## config.mk

```make
export PLATFORM = sky130hd
export DESIGN_NAME = traffic_conflict_monitor
export DESIGN_NICKNAME = d
export VERILOG_FILES = /design/src/rtl/traffic_conflict_monitor.sv
export SDC_FILE = /design/constraint.sdc
export NUM_CORES = 1
export LEC_CHECK = 0
export CAP_MARGIN = 20
export CORE_MARGIN = 4
export CORE_UTILIZATION = 54
export CTS_CLUSTER_DIAMETER = 150
export DETAILED_ROUTE_END_ITERATION = 10
export HOLD_SLACK_MARGIN = 0.15
export PLACE_DENSITY = 0.9
export SYNTH_ARGS = -nofsm -noshare
export SYNTH_HDL_FRONTEND = slang
export SYNTH_SLANG_ARGS = --single-unit
```

## constraint.sdc

```tcl
create_clock -name clk -period 2.45 [get_ports clk]
set_input_delay 0.6125 -clock clk [delete_from_list [all_inputs] [get_ports clk]]
set_output_delay 0.6125 -clock clk [all_outputs]
set_load 0.03 [all_outputs]
```

## src/rtl/traffic_conflict_monitor.sv

```systemverilog
// Safety stage between the traffic light controller and the physical lamps: passes clean
// aspects through one register stage, and latches a flashing all-red fault on conflicts,
// invalid aspects or a stalled controller.
module traffic_conflict_monitor #(
    parameter int FILTER_CYC  = 2,
    parameter int WDOG_CYC    = 120,
    parameter int FLASH_HALF  = 1,
    parameter int STARTUP_CYC = 3
) (
    input  logic       clk,
    input  logic       rst,
    input  logic [2:0] light_M1,
    input  logic [2:0] light_M2,
    input  logic [2:0] light_MT,
    input  logic [2:0] light_S,
    input  logic       fault_clr,
    output logic [2:0] lamp_M1,
    output logic [2:0] lamp_M2,
    output logic [2:0] lamp_MT,
    output logic [2:0] lamp_S,
    output logic       fault,
    output logic [1:0] fault_code
);

    localparam int FILT_W  = $clog2(FILTER_CYC + 1);
    localparam int WDOG_W  = $clog2(WDOG_CYC + 1);
    localparam int FLASH_W = $clog2(FLASH_HALF + 1);
    localparam int START_W = $clog2(STARTUP_CYC + 1);

    localparam logic [11:0] ALL_RED  = 12'b100_100_100_100;
    localparam logic [11:0] ALL_DARK = 12'b000_000_000_000;

    localparam logic [1:0] CODE_NONE     = 2'b00;
    localparam logic [1:0] CODE_CONFLICT = 2'b01;
    localparam logic [1:0] CODE_INVALID  = 2'b10;
    localparam logic [1:0] CODE_WDOG     = 2'b11;

    typedef enum logic [1:0] {
        ST_STARTUP = 2'd0,
        ST_MONITOR = 2'd1,
        ST_FAULT   = 2'd2
    } state_t;

    state_t              state_q, state_d;
    logic [11:0]         lamps_q, lamps_d;
    logic [11:0]         prev_q;
    logic                fault_q, fault_d;
    logic [1:0]          code_q, code_d;
    logic [FILT_W-1:0]   filt_q, filt_d;
    logic [WDOG_W-1:0]   wdog_q, wdog_d;
    logic [START_W-1:0]  start_q, start_d;
    logic [FLASH_W-1:0]  flash_cnt_q, flash_cnt_d;
    logic                flash_dark_q, flash_dark_d;

    logic [11:0]         lights;
    logic [2:0]          lane [4];
    logic [3:0]          lane_invalid;
    logic                invalid;
    logic                conflict;
    logic                bad;
    logic                changed;
    logic [FILT_W-1:0]   filt_inc;
    logic [WDOG_W-1:0]   wdog_inc;

    assign lights  = {light_M1, light_M2, light_MT, light_S};
    assign lane[0] = light_M1;
    assign lane[1] = light_M2;
    assign lane[2] = light_MT;
    assign lane[3] = light_S;

    // An aspect is valid only when exactly one of red/yellow/green is lit.
    generate
        for (genvar gi = 0; gi < 4; gi++) begin : g_lane
            assign lane_invalid[gi] = !((lane[gi] == 3'b001) ||
                                        (lane[gi] == 3'b010) ||
                                        (lane[gi] == 3'b100));
        end
    endgenerate

    assign invalid  = |lane_invalid;
    assign conflict = (light_S[0] & (light_M1[0] | light_M2[0] | light_MT[0])) |
                      (light_MT[0] & light_M2[0]);
    assign bad      = invalid | conflict;
    assign changed  = (lights != prev_q);

    assign filt_inc = (filt_q >= FILT_W'(FILTER_CYC)) ? filt_q : filt_q + 1'b1;
    assign wdog_inc = (wdog_q >= WDOG_W'(WDOG_CYC)) ? wdog_q : wdog_q + 1'b1;

    always_ff @(posedge clk or negedge rst) begin
        if (!rst) begin
            state_q      <= ST_STARTUP;
            lamps_q      <= ALL_RED;
            prev_q       <= '0;
            fault_q      <= 1'b0;
            code_q       <= CODE_NONE;
            filt_q       <= '0;
            wdog_q       <= '0;
            start_q      <= '0;
            flash_cnt_q  <= '0;
            flash_dark_q <= 1'b0;
        end else begin
            state_q      <= state_d;
            lamps_q      <= lamps_d;
            prev_q       <= lights;
            fault_q      <= fault_d;
            code_q       <= code_d;
            filt_q       <= filt_d;
            wdog_q       <= wdog_d;
            start_q      <= start_d;
            flash_cnt_q  <= flash_cnt_d;
            flash_dark_q <= flash_dark_d;
        end
    end

    always_comb begin
        state_d      = state_q;
        lamps_d      = lamps_q;
        fault_d      = fault_q;
        code_d       = code_q;
        filt_d       = filt_q;
        wdog_d       = wdog_q;
        start_d      = start_q;
        flash_cnt_d  = flash_cnt_q;
        flash_dark_d = flash_dark_q;

        case (state_q)
            ST_STARTUP: begin
                lamps_d = ALL_RED;
                filt_d  = '0;
                wdog_d  = '0;
                if (start_q >= START_W'(STARTUP_CYC - 1)) begin
                    state_d = ST_MONITOR;
                    start_d = '0;
                end else begin
                    start_d = start_q + 1'b1;
                end
            end

            ST_MONITOR: begin
                wdog_d = changed ? '0 : wdog_inc;
                if (bad) begin
                    lamps_d = ALL_RED;
                    filt_d  = filt_inc;
                end else begin
                    lamps_d = lights;
                    filt_d  = '0;
                end

                // Filter is checked first so its code wins a same-edge tie with the watchdog.
                if (bad && (filt_inc >= FILT_W'(FILTER_CYC))) begin
                    state_d = ST_FAULT;
                    code_d  = conflict ? CODE_CONFLICT : CODE_INVALID;
                end else if (!changed && (wdog_inc >= WDOG_W'(WDOG_CYC))) begin
                    state_d = ST_FAULT;
                    code_d  = CODE_WDOG;
                end

                if (state_d == ST_FAULT) begin
                    fault_d      = 1'b1;
                    lamps_d      = ALL_RED;
                    filt_d       = '0;
                    wdog_d       = '0;
                    flash_cnt_d  = '0;
                    flash_dark_d = 1'b0;
                end
            end

            ST_FAULT: begin
                if (fault_clr && !bad) begin
                    state_d      = ST_STARTUP;
                    fault_d      = 1'b0;
                    code_d       = CODE_NONE;
                    lamps_d      = ALL_RED;
                    filt_d       = '0;
                    wdog_d       = '0;
                    start_d      = '0;
                    flash_cnt_d  = '0;
                    flash_dark_d = 1'b0;
                end else begin
                    if (flash_cnt_q >= FLASH_W'(FLASH_HALF - 1)) begin
                        flash_cnt_d  = '0;
                        flash_dark_d = !flash_dark_q;
                    end else begin
                        flash_cnt_d  = flash_cnt_q + 1'b1;
                    end
                    lamps_d = flash_dark_d ? ALL_DARK : ALL_RED;
                end
            end

            default: begin
                state_d = ST_STARTUP;
                lamps_d = ALL_RED;
                fault_d = 1'b0;
                code_d  = CODE_NONE;
            end
        endcase
    end

    assign lamp_M1    = lamps_q[11:9];
    assign lamp_M2    = lamps_q[8:6];
    assign lamp_MT    = lamps_q[5:3];
    assign lamp_S     = lamps_q[2:0];
    assign fault      = fault_q;
    assign fault_code = code_q;

endmodule

```

== Word-level counts from Yosys, hierarchy flattened ==
Index checks and enable logic that the tools add are counted.
Word-level totals
  register bits: 42
  input bits: 15
  output and inout port bits: 15
  word-level logic and storage cells: 114
Cells by class
  add/subtract/negate cells: 4
  $lt $le $gt $ge: 6
  equality and inequality tests: 20
  muxes and demuxes: 38
  bitwise logic cells: 7
  reduce and logical (&&, ||, !) cells: 29
Operators by type and width (number)
  12-bit 2-to-1 mux: 4
  7-bit 2-to-1 mux: 4
  2-bit 2-to-1 mux: 12
  12-bit one-hot mux with 2 select lines: 1
  7-bit one-hot mux with 3 select lines: 1
  2-bit one-hot mux with 3 select lines: 3
  7-bit greater-or-equal comparator (second input constant): 2
  3-bit by 1-bit equality test with 1-bit output (second input constant): 4
  3-bit by 2-bit equality test with 1-bit output (second input constant): 4
  3-bit equality test (second input constant): 4
  12-bit != test: 1
  1-bit 2-to-1 mux: 9
  1-bit logical OR: 8
  2-bit AND reduction: 4
  7-bit by 1-bit adder with 7-bit output (second input constant): 1
  1-bit logical NOT: 7
  2-bit greater-or-equal comparator (second input constant): 3
  2-bit != test (second input constant): 3
  3-bit AND reduction: 2
  2-bit by 1-bit adder with 2-bit output (second input constant): 2
  2-bit equality test (second input constant): 2
  1-bit bitwise OR: 4
  1-bit one-hot mux with 2 select lines: 2
  2-bit one-hot mux with 2 select lines: 1
  12 further kinds: 16

== Logic depth before layout (Yosys ltp) ==
Gate-level depths: netlist (run 1).
  depth in word-level cells: 13
  depth in mapped cells: 8

== Worst setup path after synthesis (run 1) ==
OpenSTA, ideal clock, no wires.
  path type: in2reg
  start: in light_M2[0]
  end: reg wdog_q[2]
  data arrival time: 2.273 ns
  required time: 2.358 ns
  slack: 0.085 ns
  stages on the path: 7
  buffers on the path: 1
  cell sequence: buf_2 a222oi_1 nand3_1 o41a_1 nor4b_4 nand2_2 o31ai_2
On the way
  longest elaborated chain between the ends: 12
  elaborated cells on any way between the ends: 28
  classes of those cells: eq/ne: 6; mux: 6; bitwise: 6; reduce/logical: 10
Ends and longest elaborated chain
  start: declaration: RTL line 13  | input logic [2:0] light_M2,
  3-bit by 1-bit equality test with 1-bit output or 3-bit by 2-bit equality test with 1-bit output (tied branches): RTL line 74, 75
  1-bit logical OR: RTL line 74  | assign lane_invalid[gi] = !((lane[gi] == 3'b001) ||
  1-bit logical OR: RTL line 75  | (lane[gi] == 3'b010) ||
  1-bit logical NOT: RTL line 74
  4-bit OR reduction: RTL line 80  | assign invalid = |lane_invalid;
  1-bit bitwise OR: RTL line 83  | assign bad = invalid | conflict;
  1-bit logical AND: RTL line 150  | if (bad && (filt_inc >= FILT_W'(FILTER_CYC))) begin
  2-bit 2-to-1 mux: RTL line 150
  2-bit 2-to-1 mux: RTL line 126  | case (state_q)
  2-bit equality test: RTL line 158  | if (state_d == ST_FAULT) begin
  7-bit 2-to-1 mux: RTL line 158
  7-bit one-hot mux with 3 select lines: RTL line 126
  end signal: assignment: RTL line 108  | wdog_q <= wdog_d;
  end: declaration: RTL line 50  | logic [WDOG_W-1:0] wdog_q, wdog_d;
Parallel ways exist; a longest one is shown, timed or not. The select of a mux whose other input is x is not followed.
A chain may end at the register's enable or synchronous reset.

== Worst setup path after layout (run 1) ==
Same ends and word-level chain as after synthesis.

==> reports/qor.txt, run 1 <==
Result of the run - finished with violations
Failing checks - setup timing
Average cell area after synthesis - 10.7 um2
Hold_buf cts - 0
Largest vdd supply drop - 0.629 mV
Net count of the mapped netlist - 209
Number of remaining DRC errors - 0
Total GRT Usage - 23.9%
Actual slew at the worst max-slew pin - 0.854 ns
Critical path type - in2reg
FF-to-FF Start - prev_q[6]$_DFF_PN0_
Setup slack after placement - -0.524 ns
P per Cell Area - 802 mW/mm2
FP Rows - 21
Detail Placement HPWL - 3250 um
Number of optimization iterations in the first detailed-route pass - 6
Sum of internal, switching and leakage power - 2.26 mW
Class of the worst hold path - in2async
Post-route clock skew - 0.00972 ns
Setup violators final - 2
Cts bufs inserted - 5
Leakage dissipation - 1.32 nW
Highest clock rate - 0.397 GHz
Sequential area share after synthesis - 51.7%
Reg-to-reg endpoint - wdog_q[2]$_DFFE_PN0P_
Slew Limit Fails - 0
Post-CTS clock slew at the launch and capture registers of the worst setup and hold paths - 0.08 ns
Maximum buffer depth of the clock tree - 2
Vertical extent of the die - 68.8 um
Clock Root Buffer - clkbuf_8
Critical path capture point type - flip-flop
Crit Path Max Fanout - 6
Wire length of the first global-routing pass - 8140 um
Die W - 68.8 um
Clock tree from TritonCTS - yes
Worst max-slew margin expressed relative to the limit - 43.1%
Share of post-route cells with drive strength above 1 - 27.8%
Largest net degree at the start of global routing - 42
Boundary pin count - 30
Final #Nets - 276
Hold violation total from the final report - 0
Share of the clock period used by the worst path - 103%
Min Clock Period, post-route - 2.52 ns
Die area - 0.00473 mm2
Post-detailed-route via-to-cell ratio - 5.78
Final design area excluding fillers - 0.00282 mm2
Residual antenna-violating net count after detailed routing - 0
Async set or reset register ratio after synthesis - 100%
Commonest non-fill, non-tap cell in the layout - dfrtp_1
Clock H-tree levels - 2
Total negative setup slack - -0.0794 ns
Buffers added on ports - 29
Crit start category - input port
Synthesized flop and latch total - 41
Final routed wire length divided by cell count - 17.8 um
Clock Sinks - 41
GRT overflow - 0
Wirelength, routed - 5360 um
Area of the placeable core - 0.00344 mm2
Number of flops mapped to enable cells by yosys - 0
Max Cap Violations - 0
Number of global-route vias before repair - 1738
Data arrival at the endpoint of the critical path - 2.73 ns
Commonest cells after routing, fill and taps aside - dfrtp_1, buf_4, nand2_1
Number of cells in the design after placement - 285
Layout overhead on the synthesized area - 41.3%
Via count - 1745
Dpl cell area - 0.00252 mm2
Worst EP required - 2.66 ns
Final WS setup - -0.0685 ns
Effective utilization at floorplan - 57.9%
Reg-to-reg setup timing slack - 0.46 ns
Violation count after the first detailed-routing iteration - 127
Weighted congestion at the end of routability-driven global placement - 0.891
Count of synthesis-stage warnings from yosys - 0
Antenna violations before repair - 0
Number of distinct library cell variants in the gate-level netlist after synthesis - 49
Later-pin clock latency in the skew report - 0.30 ns
Cell area after synthesis - 0.00199 mm2
Top flip-flop cell by instance count after synthesis - dfrtp_1
Reg2Reg Depth - 7
Final std cells w/o fill - 302
Synth Instances - 187
critical path, cell delays in order:
cell	delay, ns
dlygate4sd2_1	0.31
a222oi_1	0.32
nand3_1	0.27
o41a_1	0.49
nor4b_4	0.24
buf_4	0.19
nand2_2	0.09
o31ai_4	0.21
Yosys cell counts (all sizes together), types with 3 or more instances:
cell,n,share of area (%)
o21a,3,1.1
nor4,4,1.6
nor2,14,2.6
o31ai,5,2.1
nor2b,3,0.94
ha,7,4.4
nand2b,3,0.94
a21oi,6,1.5
buf,3,0.75
xor2,15,6.6
o21ai,10,2.5
inv,8,1.5
nand2,19,3.7
nand3,5,1.3
dfstp,4,5.3
dfrtp,37,46
and2,7,2.2
cells by family after synthesis:
kind of cell               Yosys count  synth area share (%)
adders and majority gates            7                  4.39
and+or+nand+nor                     64                  17.1
DFF                                 41                  51.7
AOI/OAI and AO/OA                   46                  17.0
xor gates and xnor gates            15                  6.59
buffers and inverters               13                  2.63
muxes                                1                 0.565
power breakdown:
group	internal (mW)	leakage (nW)	switching, mW	total, mW
sequential	0.784	0.523	0.0587	0.842
combinational	0.382	0.742	0.472	0.854
clock	0.332	0.0585	0.230	0.562
layout make-up:
cell class / count / area (um2)
tap: 46 / 57.6
multi-input combinational: 133 / 1010
sequential: 41 / 1030
clock inverter: 1 / 30.0
fill: 182 / 624
inverter: 8 / 30.0
timing repair buffer: 65 / 574
clock buffer: 7 / 86.3
antenna: 1 / 2.50
worst max path at each step:
stage	start	endpoint	slack, ns	cells after the start
finish	light_M2[0]	wdog_q[2]$_DFFE_PN0P_	-0.07	8
global route	light_M2[0]	wdog_q[2]$_DFFE_PN0P_	-0.22	8
CTS	light_M1[0]	wdog_q[2]$_DFFE_PN0P_	-0.04	9
detailed placement	light_M2[0]	wdog_q[2]$_DFFE_PN0P_	-0.52	8
global placement	light_M2[0]	wdog_q[2]$_DFFE_PN0P_	-0.41	8
floorplan	light_M2[0]	wdog_q[2]$_DFFE_PN0P_	0.09	7
metal layers:
metal  GRT usage (%)  routed length, um
met3            5.35                355
met2            40.2               2620
met1            29.2               2140
met5               0                  0
met4            11.2                243
registers in the layout (all words and copies together) (netlist names):
name	flops
lamps_q	12
start_q	2
flash_dark_q	1
wdog_q	7
fault_code	2
prev_q	12
state_q	2
filt_q	2
fault	1
stage by stage:
step	hold slack [ns]	utilization (%)
after detailed placement	0.470	73.4
after global routing	0.488	81.8
after global placement	0.456	73.4
final	0.416	81.9
after CTS	0.448	79.3
after floorplan	0.317	-
repair_timing:
action / 4_1_cts / 5_1_grt
pin swaps: 9 / 7
endpoints found under the setup margin: 18 / 29
buffers inserted: 4 / 4
resized for setup: 15 / 19
No activity file was read; power rests on OpenSTA's default activity.
==> run 2: changes to the inputs <==
- SKIP_CTS_REPAIR_TIMING: unset -> 1
==> run 2 against run 1 <==
Compared with the run above: the run still ends with setup timing left; sequential cell count unchanged; utilization is 1.3 points higher; wire length increased by 2.7%; largest cell class is now multi-input combinational cells; via count up 2.0%; global-route usage down 1.8 points; clock skew fell by 0.0021 ns; clock power barely moved; first-iteration DRC count rose by 2.4%; non-clock buffer count unchanged; die area stayed put.
==> reports/qor.txt, run 2 (synthesized netlist as in run 1, its figures left out) <==
Buffers added on ports - 29 (unchanged)
Boundary pin count - 30 (unchanged)
Largest registers - lamps_q: 12 flops, prev_q: 12 flops, wdog_q: 7 flops
Crit Path Max Fanout - 6 (unchanged)
Min Clock Period, post-route - 2.53 ns (+0.00752 ns)
Clock Root Buffer - clkbuf_8
Number of remaining DRC errors - 0 (unchanged)
Effective utilization at floorplan - 57.9% (unchanged)
Via count - 1780 (+2.0%)
Cts bufs inserted - 5 (unchanged)
FP Rows - 21 (unchanged)
Post-detailed-route via-to-cell ratio - 5.89 (+2.0%)
Number of global-route vias before repair - 1619 (-6.8%)
Critical-path cell list - dlymetal6s2s_1, buf_4, o21ai_1, a31oi_4, o41a_1, nor4b_4, buf_4, o21ai_1, a2bb2oi_1
Max Cap Violations - 0 (unchanged)
GRT overflow - 0 (unchanged)
Dpl cell area - 0.00252 mm2 (unchanged)
Failing checks - setup timing
Clock Sinks - 41 (unchanged)
Actual slew at the worst max-slew pin - 0.884 ns (+0.0302 ns)
Commonest cells after routing, fill and taps aside - dfrtp_1, buf_4, nand2_1
Antenna violations before repair - 1 (+1)
Critical path capture point type - flip-flop
FF-to-FF Start - prev_q[11]$_DFF_PN0_
Violation count after the first detailed-routing iteration - 130 (+2.4%)
Largest net degree at the start of global routing - 42 (unchanged)
Layout overhead on the synthesized area - 43.5%
Delay of the slowest critical-path stage - 0.46 ns (-0.03 ns)
Clock tree from TritonCTS - yes
Highest clock rate - 0.396 GHz (-0.30%)
Leakage dissipation - 1.35 nW (+2.1%)
Number of cells in the design after placement - 285 (unchanged)
Final std cells w/o fill - 302 (unchanged)
Share of the clock period used by the worst path - 103% (+0.31 points)
Data arrival at the endpoint of the critical path - 2.74 ns (about the same)
Post-route clock skew - 0.00764 ns (-0.00208 ns)
Wire length of the first global-routing pass - 7490 um (-8.0%)
Slew Limit Fails - 0 (unchanged)
Reg-to-reg setup timing slack - 0.46 ns (about the same)
Setup violators final - 4 (+2)
Critical path type - in2reg
Result of the run - finished with violations
Later-pin clock latency in the skew report - 0.30 ns (about the same)
Post-CTS clock slew at the launch and capture registers of the worst setup and hold paths - 0.08 ns (about the same)
Slowest stage cell, crit path - o41a_1
Final WS setup - -0.0760 ns (-0.00752 ns)
Class of the worst hold path - in2async
Share of post-route cells with drive strength above 1 - 28.6% (+0.78 points)
Hold violation total from the final report - 0 (unchanged)
Die area - 0.00473 mm2 (unchanged)
Reg-to-reg endpoint - wdog_q[3]$_DFFE_PN0P_
Final #Nets - 276 (unchanged)
Final routed wire length divided by cell count - 18.2 um (+2.7%)
Detail Placement HPWL - 3250 um (unchanged)
Residual antenna-violating net count after detailed routing - 0 (unchanged)
Commonest non-fill, non-tap cell in the layout - dfrtp_1
P per Cell Area - 787 mW/mm2 (-1.8%)
Vertical extent of the die - 68.8 um (unchanged)
Total GRT Usage - 22.1% (-1.8 points)
Worst EP required - 2.67 ns (about the same)
Area of the placeable core - 0.00344 mm2 (unchanged)
Reg2Reg Depth - 7 (unchanged)
Worst max-slew margin expressed relative to the limit - 41.0% (-2.0 points)
Wirelength, routed - 5510 um (+2.7%)
Clock H-tree levels - 2 (unchanged)
Number of optimization iterations in the first detailed-route pass - 4 (-2)
Weighted congestion at the end of routability-driven global placement - 0.891 (unchanged)
Final design area excluding fillers - 0.00286 mm2 (+1.6%)
Maximum buffer depth of the clock tree - 2 (unchanged)
Crit start category - input port
Largest vdd supply drop - 0.672 mV (+6.8%)
Die W - 68.8 um (unchanged)
## run 2: worst max path at each step
stage / start / to / slack (ns) / cells after the start
after floorplan: light_M2[0] / wdog_q[2]$_DFFE_PN0P_ / 0.09 / 7
after global placement: light_M2[0] / wdog_q[2]$_DFFE_PN0P_ / -0.41 / 8
after detailed placement: light_M2[0] / wdog_q[2]$_DFFE_PN0P_ / -0.52 / 8
after CTS: light_M2[0] / wdog_q[2]$_DFFE_PN0P_ / -0.20 / 8
after global routing: light_M2[0] / wdog_q[3]$_DFFE_PN0P_ / -0.15 / 9
final: light_M2[0] / wdog_q[3]$_DFFE_PN0P_ / -0.08 / 9
## run 2: critical path, delay by kind of cell
kind / cells / cell delay (ns)
AOI/OAI and AO/OA: 5 / 1.19
buffers and inverters: 3 / 0.57
and+or+nand+nor: 1 / 0.36
## run 2: routing by layer
layer,up-vias,global-route usage (%),part of all wire [%],routed length [um]
met3,28,6.00,6.3,346
met5,-,0,0,0
li1,798,-,-,-
met1,864,27.9,38,2090
met4,0,9.73,6.4,350
met2,90,35.5,49,2720
## run 2: where the power goes
part | switching [mW] | total (mW) | internal [mW]
logic | 0.466 | 0.852 | 0.386
clock network | 0.229 | 0.561 | 0.332
registers | 0.0555 | 0.839 | 0.784
## run 2: stage by stage
step | setup WS (ns) | utilization (%) | power (mW) | hold slack [ns] | TNS [ns]
floorplan | 0.0854 | - | 1.30 | 0.317 | 0
global placement | -0.405 | 73.4 | 1.58 | 0.456 | -8.22
detailed placement | -0.524 | 73.4 | 1.61 | 0.470 | -9.96
CTS | -0.199 | 76.7 | 2.16 | 0.448 | -1.41
global route | -0.153 | 83.1 | 2.37 | 0.478 | -0.789
finish | -0.0760 | 83.1 | 2.25 | 0.432 | -0.167
## run 2: final cells by class
class / count / area (um2)
Fill cell: 176 / 581
Clock inverter: 1 / 30.0
Inverter: 8 / 30.0
Multi-Input combinational cell: 133 / 1030
Clock buffer: 7 / 86.3
Sequential cell: 41 / 1030
Timing Repair Buffer: 65 / 589
Tap cell: 46 / 57.6
Antenna cell: 1 / 2.50
==> run 3: changes to the inputs <==
- GPL_ROUTABILITY_DRIVEN: unset -> 0
- GPL_TIMING_DRIVEN: unset -> 1
- SKIP_CTS_REPAIR_TIMING: 1 -> unset
==> run 3 against run 2 <==
Compared with the run above: the run still ends with setup timing left; non-clock buffer count is 4 higher; register-to-register slack lost 0.11 ns; clock power fell by 23%; wire length is 3.5% higher; sequential cell count unchanged; first-iteration DRC count decreased by 22%; clock skew is 0.0014 ns lower; highest routed layer unchanged.
==> reports/qor.txt, run 3 (synthesized netlist as in run 1, its figures left out) <==
Result of the run - finished with violations
Failing checks - setup timing
Layout overhead on the synthesized area - 41.9%
Delay of the slowest critical-path stage - 0.50 ns (+0.04 ns)
Clock tree from TritonCTS - yes
Post-CTS clock slew at the launch and capture registers of the worst setup and hold paths - 0.08 ns (about the same)
Largest net degree at the start of global routing - 42 (unchanged)
Wirelength, routed - 5700 um (+3.5%)
Clock Root Buffer - clkbuf_8
Share of the clock period used by the worst path - 101% (-2.4 points)
Worst EP required - 2.65 ns (-0.02 ns)
Violation count after the first detailed-routing iteration - 102 (-22%)
FP Rows - 21 (unchanged)
Hold violation total from the final report - 0 (unchanged)
Final worst hold slack - 0.430 ns (-0.00256 ns)
Share of post-route cells with drive strength above 1 - 34.4% (+5.7 points)
Crit start category - input port
Residual antenna-violating net count after detailed routing - 0 (unchanged)
Final #Nets - 280 (+1.4%)
Critical path type - in2reg
Post-detailed-route via-to-cell ratio - 5.84 (-0.98%)
Later-pin clock latency in the skew report - 0.30 ns (about the same)
FF-to-FF Start - state_q[1]$_DFFE_PN0P_
Clock H-tree levels - 2 (unchanged)
Worst max-slew margin expressed relative to the limit - 41.0% (-0.087 points)
Final design area excluding fillers - 0.00283 mm2 (-1.1%)
Number of remaining DRC errors - 0 (unchanged)
GRT overflow - 0 (unchanged)
Cts bufs inserted - 5 (unchanged)
Buffers added on ports - 29 (unchanged)
Final routed wire length divided by cell count - 18.7 um (+2.5%)
Data arrival at the endpoint of the critical path - 2.67 ns (-0.07 ns)
Area of the placeable core - 0.00344 mm2 (unchanged)
Leakage dissipation - 1.29 nW (-4.6%)
Number of optimization iterations in the first detailed-route pass - 4 (unchanged)
Final std cells w/o fill - 305 (+0.99%)
Slew Limit Fails - 0 (unchanged)
Dpl cell area - 0.00255 mm2 (+0.89%)
Number of global-route vias before repair - 1787 (+10%)
Antenna violations before repair - 0 (-1)
Commonest cells after routing, fill and taps aside - buf_4, dfrtp_1, nand2_1
Class of the worst hold path - in2async
Die area - 0.00473 mm2 (unchanged)
Max Cap Violations - 0 (unchanged)
Maximum buffer depth of the clock tree - 2 (unchanged)
Crit Path Max Fanout - 4 (-2)
Diodes inserted - 0 (-1)
Wire length of the first global-routing pass - 8390 um (+12%)
Final WS setup - -0.0161 ns (+0.0599 ns)
Reg-to-reg endpoint - wdog_q[2]$_DFFE_PN0P_
Via count - 1780 (unchanged)
Reg2Reg Depth - 7 (unchanged)
Setup violators final - 2 (-2)
Largest registers - lamps_q: 12 flops, prev_q: 12 flops, wdog_q: 7 flops
P per Cell Area - 761 mW/mm2 (-3.4%)
Clock Sinks - 41 (unchanged)
Actual slew at the worst max-slew pin - 0.886 ns (+0.00130 ns)
Boundary pin count - 30 (unchanged)
Reg-to-reg setup timing slack - 0.35 ns (-0.11 ns)
Min Clock Period, post-route - 2.47 ns (-0.0599 ns)
Critical-path cell list - clkbuf_2, a222oi_1, nand3_2, o41a_1, nor4b_4, buf_4, nand2_2, o31ai_2
Vertical extent of the die - 68.8 um (unchanged)
Total GRT Usage - 24.9% (+2.8 points)
Final standard cell utilization of the core - 82.2% (-0.91 points)
Effective utilization at floorplan - 57.9% (unchanged)
Post-route clock skew - 0.00623 ns (-0.00141 ns)
Slowest stage cell, crit path - a222oi_1
Buffers & Inverters on Critical Path - 2 (-1)
Largest vdd supply drop - 0.520 mV (-23%)
Highest clock rate - 0.405 GHz (+2.4%)
Critical path capture point type - flip-flop
Hold_buf cts - 0
Commonest non-fill, non-tap cell in the layout - buf_4
Detail Placement HPWL - 3460 um (+6.6%)
Category of cells accounting for the largest share of critical-path delay - compound AO/OA/AOI/OAI gates
Die W - 68.8 um (unchanged)
Number of cells in the design after placement - 288 (+1.1%)
==> run 3: layout make-up <==
type / instances / area, um2
sequential: 41 / 1030
fill: 201 / 612
timing repair buffer: 69 / 553
clock inverter: 3 / 17.5
inverter: 8 / 30.0
tap: 46 / 57.6
clock buffer: 5 / 68.8
multi-input combinational: 133 / 1070
==> run 3: timing repair <==
action,CTS,global route
gates cloned,0,0
hold endpoints to repair,0,0
gates resized for setup,23,35
pin swaps,12,8
endpoints found under the setup margin,26,21
setup buffers,5,4
==> run 3: worst register-to-register path, cell delays in order, from the launching register on <==
cell and delay [ns]:
dfrtp_1 0.40, inv_1 0.14, ha_1 0.41, o21ai_0 0.26
nor4b_4 0.30, buf_4 0.18, nand2_2 0.08, o31ai_2 0.24
==> run 3: how the worst max path moves through the flow <==
stage,from,depth (start not counted),slack [ns],end
floorplan,light_M2[0],7,0.09,wdog_q[2]$_DFFE_PN0P_
global placement,light_M2[0],7,-0.40,wdog_q[2]$_DFFE_PN0P_
detailed placement,light_S[0],7,-0.57,wdog_q[2]$_DFFE_PN0P_
CTS,light_M1[1],8,0.01,wdog_q[2]$_DFFE_PN0P_
global route,light_M1[2],9,-0.08,wdog_q[3]$_DFFE_PN0P_
finish,light_MT[0],8,-0.02,wdog_q[2]$_DFFE_PN0P_
==> run 3: report_power, final <==
| group | internal (mW) | switching, mW | leakage, nW |
|---|---|---|---|
| logic | 0.399 | 0.486 | 0.722 |
| clock network | 0.196 | 0.235 | 0.0439 |
| registers | 0.784 | 0.0520 | 0.523 |
==> run 3: metal layers <==
layer  wire (um)  share of wire, %  global-route usage, %  vias to the layer above
met5           0                 0                      0                        -
met4         191               3.4                   13.1                        0
met3         303               5.3                   6.16                       24
met2        2970                52                   40.9                       74
met1        2240                39                   30.2                      880
li1            -                 -                      -                      802
==> run 3: metrics by stage <==
stage | setup TNS (ns) | power (mW) | setup slack [ns]
after global placement | -8.20 | 1.59 | -0.403
after CTS | 0 | 2.07 | 0.0132
after detailed placement | -11.44 | 1.62 | -0.568
final | -0.0193 | 2.15 | -0.0161
after floorplan | 0 | 1.30 | 0.0854
after global routing | -0.198 | 2.26 | -0.0828
